<file path="src/rtl/regfile_write_arbiter.sv">
// Round-robin arbiter sharing the register file write port among NUM_REQ
// writeback requesters, with a registered write stage and a pending scoreboard.
module regfile_write_arbiter #(
  parameter int NUM_REQ = 3,
  parameter int DATA_W  = 32
) (
  input  logic                      clock,
  input  logic                      reset,
  input  logic [NUM_REQ-1:0]        req_valid,
  input  logic [5*NUM_REQ-1:0]      req_reg,
  input  logic [DATA_W*NUM_REQ-1:0] req_data,
  output logic [NUM_REQ-1:0]        req_ready,
  input  logic                      reserve_valid,
  input  logic [4:0]                reserve_reg,
  input  logic [4:0]                read_reg_a,
  input  logic [4:0]                read_reg_b,
  output logic                      pending_a,
  output logic                      pending_b,
  output logic                      ctrl_writeEnable,
  output logic [4:0]                ctrl_writeReg,
  output logic [DATA_W-1:0]         data_writeReg
);

  localparam int PTR_W = (NUM_REQ > 1) ? $clog2(NUM_REQ) : 1;

  logic [PTR_W-1:0]  rr_ptr;
  logic [PTR_W-1:0]  rr_ptr_nxt;
  logic [PTR_W-1:0]  idx_hi;
  logic [PTR_W-1:0]  idx_lo;
  logic [PTR_W-1:0]  gnt_idx;
  logic              found_hi;
  logic              vld_p0;
  logic [4:0]        reg_p0;
  logic [DATA_W-1:0] data_p0;
  logic [31:0]       pending;
  logic [31:0]       pending_nxt;
  logic              we_p1;
  logic [4:0]        reg_p1;
  logic [DATA_W-1:0] data_p1;

  // Stage p0: pick the lowest valid index at or above rr_ptr, else wrap to the lowest valid index
  always_comb begin
    found_hi = 1'b0;
    idx_hi   = '0;
    idx_lo   = '0;
    for (int i = NUM_REQ - 1; i >= 0; i--) begin
      if (req_valid[i]) begin
        idx_lo = PTR_W'(i);
        if (PTR_W'(i) >= rr_ptr) begin
          found_hi = 1'b1;
          idx_hi   = PTR_W'(i);
        end
      end
    end
    gnt_idx = found_hi ? idx_hi : idx_lo;
    vld_p0  = (|req_valid) & ~reset;
  end

  always_comb begin
    req_ready = '0;
    reg_p0    = '0;
    data_p0   = '0;
    for (int i = 0; i < NUM_REQ; i++) begin
      if (gnt_idx == PTR_W'(i)) begin
        req_ready[i] = vld_p0;
        reg_p0       = req_reg[5*i +: 5];
        data_p0      = req_data[DATA_W*i +: DATA_W];
      end
    end
  end

  always_comb begin
    rr_ptr_nxt = rr_ptr;
    if (vld_p0) begin
      rr_ptr_nxt = (gnt_idx == PTR_W'(NUM_REQ - 1)) ? '0 : gnt_idx + 1'b1;
    end
  end

  // A same-cycle reserve of the register being retired wins: it names a new producer
  always_comb begin
    pending_nxt = pending;
    if (vld_p0) begin
      pending_nxt[reg_p0] = 1'b0;
    end
    if (reserve_valid && (reserve_reg != 5'd0)) begin
      pending_nxt[reserve_reg] = 1'b1;
    end
    pending_nxt[0] = 1'b0;
  end

  // Stage p1: registered regfile write controls and scoreboard state
  always_ff @(posedge clock) begin
    if (reset) begin
      rr_ptr  <= '0;
      pending <= '0;
      we_p1   <= 1'b0;
      reg_p1  <= '0;
      data_p1 <= '0;
    end else begin
      rr_ptr  <= rr_ptr_nxt;
      pending <= pending_nxt;
      we_p1   <= vld_p0 && (reg_p0 != 5'd0);
      if (vld_p0) begin
        reg_p1  <= reg_p0;
        data_p1 <= data_p0;
      end
    end
  end

  assign ctrl_writeEnable = we_p1;
  assign ctrl_writeReg    = reg_p1;
  assign data_writeReg    = data_p1;
  assign pending_a        = pending[read_reg_a];
  assign pending_b        = pending[read_reg_b];

endmodule

</file>
<file path="config.mk">
export PLATFORM = sky130hd
export DESIGN_NAME = regfile_write_arbiter
export DESIGN_NICKNAME = d
export VERILOG_FILES = /design/src/rtl/regfile_write_arbiter.sv
export SDC_FILE = /design/constraint.sdc
export NUM_CORES = 1
export LEC_CHECK = 0
export ABC_CLOCK_PERIOD_IN_PS = 5700
export BUFFER_PORTS_ARGS = -buffer_cell sky130_fd_sc_hd__buf_2
export CORE_AREA = 2 2 116 118
export CTS_BUF_LIST = sky130_fd_sc_hd__clkbuf_4
export DETAILED_ROUTE_END_ITERATION = 6
export DIE_AREA = 0 0 118 120
export GPL_TIMING_DRIVEN = 1
export SYNTH_ARGS = -nofsm -noshare
export SYNTH_HDL_FRONTEND = slang
export SYNTH_SLANG_ARGS = --single-unit
</file>
<file path="constraint.sdc">
create_clock -name clock -period 5.7 [get_ports clock]
set_input_delay 0.57 -clock clock [delete_from_list [all_inputs] [get_ports clock]]
set_output_delay 0.57 -clock clock [all_outputs]
set_load 0.005 [all_outputs]
</file>
==> impl_metrics.tcl, run 1 <==
set metrics [dict create \
    maximum_level_of_the_cts_h_tree 3 \
    dieWidth_um 118 \
    yosys_warning_count 0 \
    first_global_vias 4346 \
    ant_nets 0 \
    internal_power_summed_over_all_cells_uw 756 \
    drive_gt1_share_pct 37.8 \
    cp_max_fo 9 \
    initial_utilization_pct 33.0 \
    power.share.sequential_pct 48.5 \
    vdd_ir_drop_max_uv 112 \
    p_leak_uw 0.00234 \
    gpl.final_weighted_congestion 0.813 \
    synth_area_per_cell_um2 8.97 \
    fin_worst_hold_slack_ns 0.477 \
    synthesis.area_mm2 0.00428 \
    netlist.area_leader.share_pct 33.2 \
    skew_ns 0.0101 \
    worst_slew_pin_slew_ns 0.883 \
    final-hold-violation-count 0 \
    period_minus_slack_ns 2.80 \
    most_common_cell_in_the_synthesized_netlist "sky130_fd_sc_hd__nor2_1" \
    antenna_violations_before_repair 0 \
    totalNegativeSetupSlack_ns 0 \
    top_level_ports 175 \
    dominantRegCellSynth "sky130_fd_sc_hd__dfxtp_1" \
    min_path_type "flip-flop to flip-flop" \
    synth_largest_area_cell "sky130_fd_sc_hd__dfxtp_1" \
    worstSetupEndpointType "primary output" \
    netlist_top_cells_area "sky130_fd_sc_hd__dfxtp_1 33%, sky130_fd_sc_hd__mux4_2 9.5%, sky130_fd_sc_hd__nor2_1 8.6%, sky130_fd_sc_hd__mux2i_1 7.5%, sky130_fd_sc_hd__a22o_1 6.5%" \
    busiest_layer "met2" \
    syn2layout_area_growth_pct 23.9 \
    detailedPlace.worstSlack_ns 2.88 \
    power_density_mw_per_mm2 214 \
    finish.utilization_pct 40.9 \
    dpl.hpwl_um 10400 \
    place.port_buffers 174 \
    crit_path_max_incr_delay_ns 0.54 \
    routed_wirelength_um 13900 \
    mappedNetlistNets 609 \
    drt_iter0_markers 263 \
    clk_root_buffer_cell "sky130_fd_sc_hd__clkbuf_4" \
    synth-seq-area-share_pct 33.2 \
    placement_rows 42 \
    nNetsFinal 757 \
    worstPathBufferInverterCount 2 \
    cp_cell_sequence "buf_2, mux4_2, mux4_2, mux2_2, buf_2" \
    overall_fraction_of_global_route_tracks_in_use_pct 19.6 \
    groute.layer.met3.usage_pct 4.56 \
    rsz_0062_raised_after_global_routing "false" \
    p_sw_uw 378 \
    post_synth_inst_count 477 \
    timing.final.ws_setup_ns 2.90 \
    vias_per_cell 5.30 \
    cap_violations 0 \
    grtUsageMet2_pct 35.1 \
    timing.critical_path.required_ns 5.13 \
    drt-pass1-iter-count 5 \
    crit_slowest_cell "sky130_fd_sc_hd__mux4_2" \
    synthDistinctLibCells 41 \
    cpLargestDelayFamily "multiplexers" \
    flop_and_latch_count_out_of_synthesis 71 \
    detailroute.via_count 4266 \
    worstSetupStartpointType "input port" \
    ranking_of_synthesized_cells_by_instance_count "98 x sky130_fd_sc_hd__nor2_1, 71 x sky130_fd_sc_hd__dfxtp_1, 34 x sky130_fd_sc_hd__a21oi_1" \
    clock_tree_from_tritoncts "done" \
    timing.final.max_slew_violations 0 \
    cts.repair_timing.setup_buffer_count 0 \
    critical_path_class "input port to primary output" \
    insertedDiodeCount 0 \
    use_met1_pct 23.0 \
    detail_route.drc_violations 0 \
    synth-edff-count 0 \
    relSlewSlack_pct 41.2 \
    detail_route.wl_per_cell_um 17.2 \
    core_area_mm2 0.0130 \
    fmax_mhz 357 \
    final_cell_area_mm2 0.00530 \
    postCtsHoldBufs 0 \
    combinationalPowerShare_pct 29.1 \
    die_height_um 120 \
    grt_pass1_wl_um 21900 \
    setup_viol 0 \
    clock_power_share_pct 22.4 \
    skew_pair_late_insertion_delay_ns 0.41 \
    grt-ovfl-total 0 \
    power_switching_share_pct 33.3 \
    placed_area_mm2 0.00521 \
    cts_buffers 9 \
    fin_crit_sh_pct 49.1 \
    cts.sinks 71 \
    timing.critical_path.arrival_ns 2.23 \
    status "finished clean" \
    die_area_mm2 0.0142 \
    maximum_count_of_clock_buffers_along_a_single_path 2 \
    path_clk_slew_ns 0.11 \
    asyncSetResetFlopFracSynth_pct 0 \
    grt_start_max_net_pins 61 \
    cts-resized-gates 0 \
]
[per-layer routing]
metal / share of wire (%) / up-vias
met5: 0 / -
met4: 1.9 / 0
met1: 41 / 1968
li1: - / 2089
met2: 51 / 188
met3: 6.7 / 21
[state kept, by name, summed over array words and instances (netlist names)]
signal,cells
data_writeReg,32
ctrl_writeEnable,1
ctrl_writeReg,5
pending,31
rr_ptr,2
[logic make-up after synthesis]
group / share of synthesized area, %
AO/OA/AOI/OAI: 21.8
buffers and inverters: 5.20
flip-flops: 33.2
multiplexers: 19.2
AND/OR/NAND/NOR: 20.5
[tightest hold or removal path: cells and delay by family (launching register included)]
family,cells,cell delay [ns]
AOI/OAI and AO/OA,1,0.06
DFF,1,0.34
and+or+nand+nor,1,0.04
[stage by stage]
step	std cells	power, uW
finish	805	1130
global route	805	1210
CTS	805	1150
detailed placement	790	890
global placement	790	885
floorplan	477	769
[cell type report]
type	instances	area (um2)
sequential	71	1420
multi-input combinational	363	2660
inverter	2	7.51
fill	1326	7680
clock buffer	9	67.6
tap	176	220
clock inverter	6	28.8
timing repair buffer	178	901
[power by group through the flow]
stage          combinational (uW)  sequential (uW)  clock (uW)
2_1_floorplan                 211              559           0
3_3_place_gp                  326              559           0
3_5_place_dp                  331              559           0
4_1_cts                       332              550         270
5_1_grt                       363              554         290
6_report                      330              550         254
[layout by cell type, fill, tap and decap left out, types with 2 or more instances in the layout]
| cell | count |
|---|---|
| sky130_fd_sc_hd__nand3_1 | 4 |
| sky130_fd_sc_hd__a211oi_1 | 31 |
| sky130_fd_sc_hd__nor3_2 | 4 |
| sky130_fd_sc_hd__buf_2 | 174 |
| sky130_fd_sc_hd__nor4_1 | 31 |
| sky130_fd_sc_hd__o21bai_4 | 2 |
| sky130_fd_sc_hd__o32a_2 | 2 |
| sky130_fd_sc_hd__clkinv_2 | 2 |
| sky130_fd_sc_hd__a21o_1 | 2 |
| sky130_fd_sc_hd__mux2_2 | 4 |
| sky130_fd_sc_hd__or2_2 | 2 |
| sky130_fd_sc_hd__buf_4 | 4 |
| sky130_fd_sc_hd__nand2b_1 | 3 |
| sky130_fd_sc_hd__nor2_2 | 2 |
| sky130_fd_sc_hd__a222oi_1 | 2 |
| sky130_fd_sc_hd__mux2_4 | 2 |
| sky130_fd_sc_hd__o21ba_2 | 2 |
| sky130_fd_sc_hd__a22o_1 | 32 |
| sky130_fd_sc_hd__o21ai_0 | 9 |
| sky130_fd_sc_hd__a21oi_1 | 34 |
| sky130_fd_sc_hd__dfxtp_1 | 71 |
| sky130_fd_sc_hd__nand2_1 | 23 |
| sky130_fd_sc_hd__a21boi_0 | 2 |
| sky130_fd_sc_hd__inv_1 | 2 |
| sky130_fd_sc_hd__mux2i_1 | 32 |
| sky130_fd_sc_hd__clkbuf_4 | 9 |
| sky130_fd_sc_hd__and2_1 | 2 |
| sky130_fd_sc_hd__nor2b_1 | 5 |
| sky130_fd_sc_hd__nor3_4 | 4 |
| sky130_fd_sc_hd__mux4_2 | 18 |
| sky130_fd_sc_hd__clkinv_1 | 3 |
| sky130_fd_sc_hd__nor2_1 | 97 |
| sky130_fd_sc_hd__o32ai_2 | 2 |
[final timing paths]
check                                       from               end  slack (ns)  cells past startpoint
worst max-delay path               read_reg_a[0]         pending_a        2.90                      5
worst min-delay path            ctrl_writeReg[3]  ctrl_writeReg[3]        0.48                      2
worst max register to register         rr_ptr[1]       pending[21]        3.20                      7
worst min register to register  ctrl_writeReg[3]  ctrl_writeReg[3]        0.48                      2
No activity file was read; power rests on OpenSTA's default activity.
==> run 2, diff against run 1 <==
--- a/config.mk
+++ b/config.mk
@@ -5,12 +5,13 @@
 export SDC_FILE = /design/constraint.sdc
 export NUM_CORES = 1
 export LEC_CHECK = 0
-export ABC_CLOCK_PERIOD_IN_PS = 5700
+export ABC_AREA = 1
+export ABC_CLOCK_PERIOD_IN_PS = 2700
 export BUFFER_PORTS_ARGS = -buffer_cell sky130_fd_sc_hd__buf_2
-export CORE_AREA = 2 2 116 118
+export CORE_AREA = 2 2 114 116
 export CTS_BUF_LIST = sky130_fd_sc_hd__clkbuf_4
 export DETAILED_ROUTE_END_ITERATION = 6
-export DIE_AREA = 0 0 118 120
+export DIE_AREA = 0 0 116 118
 export GPL_TIMING_DRIVEN = 1
 export SYNTH_ARGS = -nofsm -noshare
 export SYNTH_HDL_FRONTEND = slang
==> constraint.sdc (replaced) <==
create_clock -name clock -period 2.7 [get_ports clock]
set_input_delay 0.27 -clock clock [delete_from_list [all_inputs] [get_ports clock]]
set_output_delay 0.27 -clock clock [all_outputs]
set_load 0.005 [all_outputs]
==> run 2 against run 1 <==
The flow now finishes with violations (design-rule violations). Synthesized area is 2.1% lower. Sequential power is 110% higher. Count of clock-buffer cells in the layout is 3 higher. Routed wire length is 7.8% higher.
==> impl_metrics.tcl, run 2 <==
set metrics [dict create \
    drt_iter0_markers 223 \
    largest_register_ffs 32 \
    drive_gt1_share_pct 29.1 \
    insertedDiodeCount 0 \
    gpl.final_weighted_congestion 0.862 \
    setup_viol 0 \
    groute.layer.met3.usage_pct 5.41 \
    syn2layout_area_growth_pct 26.6 \
    placed_area_mm2 0.00517 \
    skew_pair_late_insertion_delay_ns 0.41 \
    synth_area_per_cell_um2 6.50 \
    finish.utilization_pct 42.7 \
    period_minus_slack_ns 2.39 \
    dieWidth_um 116 \
    maximum_level_of_the_cts_h_tree 3 \
    detail_route.wl_per_cell_um 15.3 \
    timing.critical_path.arrival_ns 2.12 \
    clk_root_buffer_cell "sky130_fd_sc_hd__clkbuf_4" \
    area_occupied_by_multi_input_gates_mm2 0.00247 \
    mappedNetlistNets 776 \
    final_cell_area_mm2 0.00530 \
    die_height_um 118 \
    cp_max_fo 27 \
    clock_tree_from_tritoncts "done" \
    synth-edff-count 0 \
    cts_buffers 9 \
    timing.final.max_slew_violations 0 \
    netlist_top_cells_area "sky130_fd_sc_hd__dfxtp_1 34%, sky130_fd_sc_hd__nand3_1 14%, sky130_fd_sc_hd__nand2_1 13%, sky130_fd_sc_hd__o21ai_0 8.1%, sky130_fd_sc_hd__a21oi_1 7.8%" \
    p_leak_uw 0.00244 \
    postCtsHoldBufs 0 \
    vias_per_cell 5.24 \
    asyncSetResetFlopFracSynth_pct 0 \
    ant_nets 0 \
    antenna_violations_before_repair 0 \
    p_sw_uw 881 \
    detailroute.via_count 5105 \
    dpl.hpwl_um 11500 \
    dominantRegCellSynth "sky130_fd_sc_hd__dfxtp_1" \
    initial_utilization_pct 33.7 \
    sequential_cell_area_mm2 0.00142 \
    status "finished, violations left" \
    worstSetupStartpointType "flip-flop" \
    worst_slew_pin_slew_ns 0.675 \
    failed_checks "design-rule violations" \
    path_clk_slew_ns 0.11 \
    internal_power_summed_over_all_cells_uw 1710 \
    nNetsFinal 930 \
    combinationalPowerShare_pct 28.5 \
    maximum_count_of_clock_buffers_along_a_single_path 2 \
    busiest_layer "met2" \
    top_level_ports 175 \
    vdd_ir_drop_max_uv 237 \
    netlist.area_leader.share_pct 33.9 \
    critical_path_class "flip-flop to primary output" \
    report.power.total_uw 2590 \
    power_density_mw_per_mm2 488 \
    final-hold-violation-count 0 \
    nFillCells 1354 \
    skew_ns 0.0106 \
    grt_start_max_net_pins 40 \
    cts-resized-gates 0 \
    layout.cells.most_common_list "174 x sky130_fd_sc_hd__buf_2, 146 x sky130_fd_sc_hd__nand2_1, 121 x sky130_fd_sc_hd__nand3_1, 71 x sky130_fd_sc_hd__dfxtp_1, 68 x sky130_fd_sc_hd__o21ai_0" \
    place.port_buffers 174 \
    synth_largest_area_cell "sky130_fd_sc_hd__dfxtp_1" \
    synthDistinctLibCells 30 \
    most_common_cell_in_the_synthesized_netlist "sky130_fd_sc_hd__nand2_1" \
    grtUsageMet2_pct 37.4 \
    fin_worst_hold_slack_ns 0.124 \
    overall_fraction_of_global_route_tracks_in_use_pct 21.8 \
    worstSetupEndpointType "primary output" \
    detail_route.drc_violations 1 \
    rsz_0062_raised_after_global_routing "false" \
    cts.sinks 71 \
    routed_wirelength_um 14900 \
    placement_rows 41 \
    fmax_mhz 418 \
    flop_and_latch_count_out_of_synthesis 71 \
    relSlewSlack_pct 54.6 \
    drt-pass1-iter-count 7 \
    power.share.sequential_pct 45.0 \
    totalNegativeSetupSlack_ns 0 \
    cap_violations 0 \
    fin_crit_sh_pct 88.6 \
    post_synth_inst_count 644 \
    synthesis.area_mm2 0.00419 \
    first_global_vias 4903 \
    clock_power_share_pct 26.5 \
    synth-seq-area-share_pct 33.9 \
    die_area_mm2 0.0137 \
    yosys_warning_count 0 \
    use_met1_pct 26.2 \
    grt-ovfl-total 0 \
    min_path_type "input port to flip-flop" \
    power_switching_share_pct 34.1 \
    ranking_of_synthesized_cells_by_instance_count "146 x sky130_fd_sc_hd__nand2_1, 121 x sky130_fd_sc_hd__nand3_1, 71 x sky130_fd_sc_hd__dfxtp_1" \
    timing.critical_path.required_ns 2.43 \
    core_area_mm2 0.0124 \
    grt_pass1_wl_um 23900 \
    cts.repair_timing.setup_buffer_count 0 \
    mostFrequentLayoutCell "sky130_fd_sc_hd__buf_2" \
]
-- run 2: cell types whose count changed after synthesis, moves of 18 or more --
cell,previous run,this run
sky130_fd_sc_hd__nand2_1,23,146
sky130_fd_sc_hd__nand3_1,4,121
sky130_fd_sc_hd__o21ai_0,9,68
sky130_fd_sc_hd__nor2_1,98,43
sky130_fd_sc_hd__a22o_1,32,0
sky130_fd_sc_hd__mux2i_1,32,0
sky130_fd_sc_hd__a211oi_1,31,0
sky130_fd_sc_hd__a21oi_1,34,65
sky130_fd_sc_hd__nor4_1,32,1
sky130_fd_sc_hd__inv_1,2,28
sky130_fd_sc_hd__mux4_2,18,0
-- run 2: critical path: stages, from the launching register on --
cell                      delay, ns
sky130_fd_sc_hd__dfxtp_1       0.42
sky130_fd_sc_hd__nand2_1       0.09
sky130_fd_sc_hd__nand2_1       0.06
sky130_fd_sc_hd__nand2_1       0.04
sky130_fd_sc_hd__nand2_1       0.07
sky130_fd_sc_hd__nand2_1       0.28
sky130_fd_sc_hd__buf_4         0.35
sky130_fd_sc_hd__nor2_1        0.23
sky130_fd_sc_hd__buf_2         0.16
-- run 2: layout make-up --
type,count,share of cell area (%)
Multi-Input combinational cell,500,46.6
Inverter,34,2.41
Sequential cell,71,26.8
Tap cell,172,4.06
Timing Repair Buffer,182,17.6
Clock buffer,12,1.70
Clock inverter,4,0.873
-- run 2: path summary, 6_finish.rpt --
kind	startpoint	to	slack, ns	cells past startpoint
setup / recovery	rr_ptr[1]	req_ready[1]	0.31	8
hold / removal	req_data[65]	data_writeReg[1]	0.12	3
setup reg to reg	rr_ptr[1]	pending[24]	0.52	11
hold reg to reg	pending[28]	pending[28]	0.49	2
-- run 2: metrics by stage --
stage | cells | setup slack, ns
detailed placement | 959 | 0.536
global route | 975 | 0.131
floorplan | 644 | 1.15
CTS | 975 | 0.293
finish | 975 | 0.308
global placement | 959 | 0.598
-- run 2: power groups by stage --
stage | logic (uW) | registers, uW | clock network (uW)
2_1_floorplan | 440 | 1190 | 0
3_3_place_gp | 733 | 1180 | 0
3_5_place_dp | 740 | 1180 | 0
4_1_cts | 740 | 1160 | 710
5_1_grt | 823 | 1170 | 756
6_report | 738 | 1160 | 685
-- run 2: metal layers --
metal / wire [um] / vias up / part of all wire (%)
met1: 6140 / 2361 / 41
met5: 0 / - / 0
met3: 1020 / 26 / 6.9
met4: 363 / 0 / 2.4
li1: - / 2508 / -
met2: 7410 / 210 / 50
-- run 2: kinds of logic (layout without fill, tap and decap cells) --
group	count (synthesis)	in the layout	synth area share, %
AND/OR/NAND/NOR	345	345	38.9
AO/OA/AOI/OAI	155	155	20.0
buffers and inverters	73	232	7.14
flip-flops	71	71	33.9
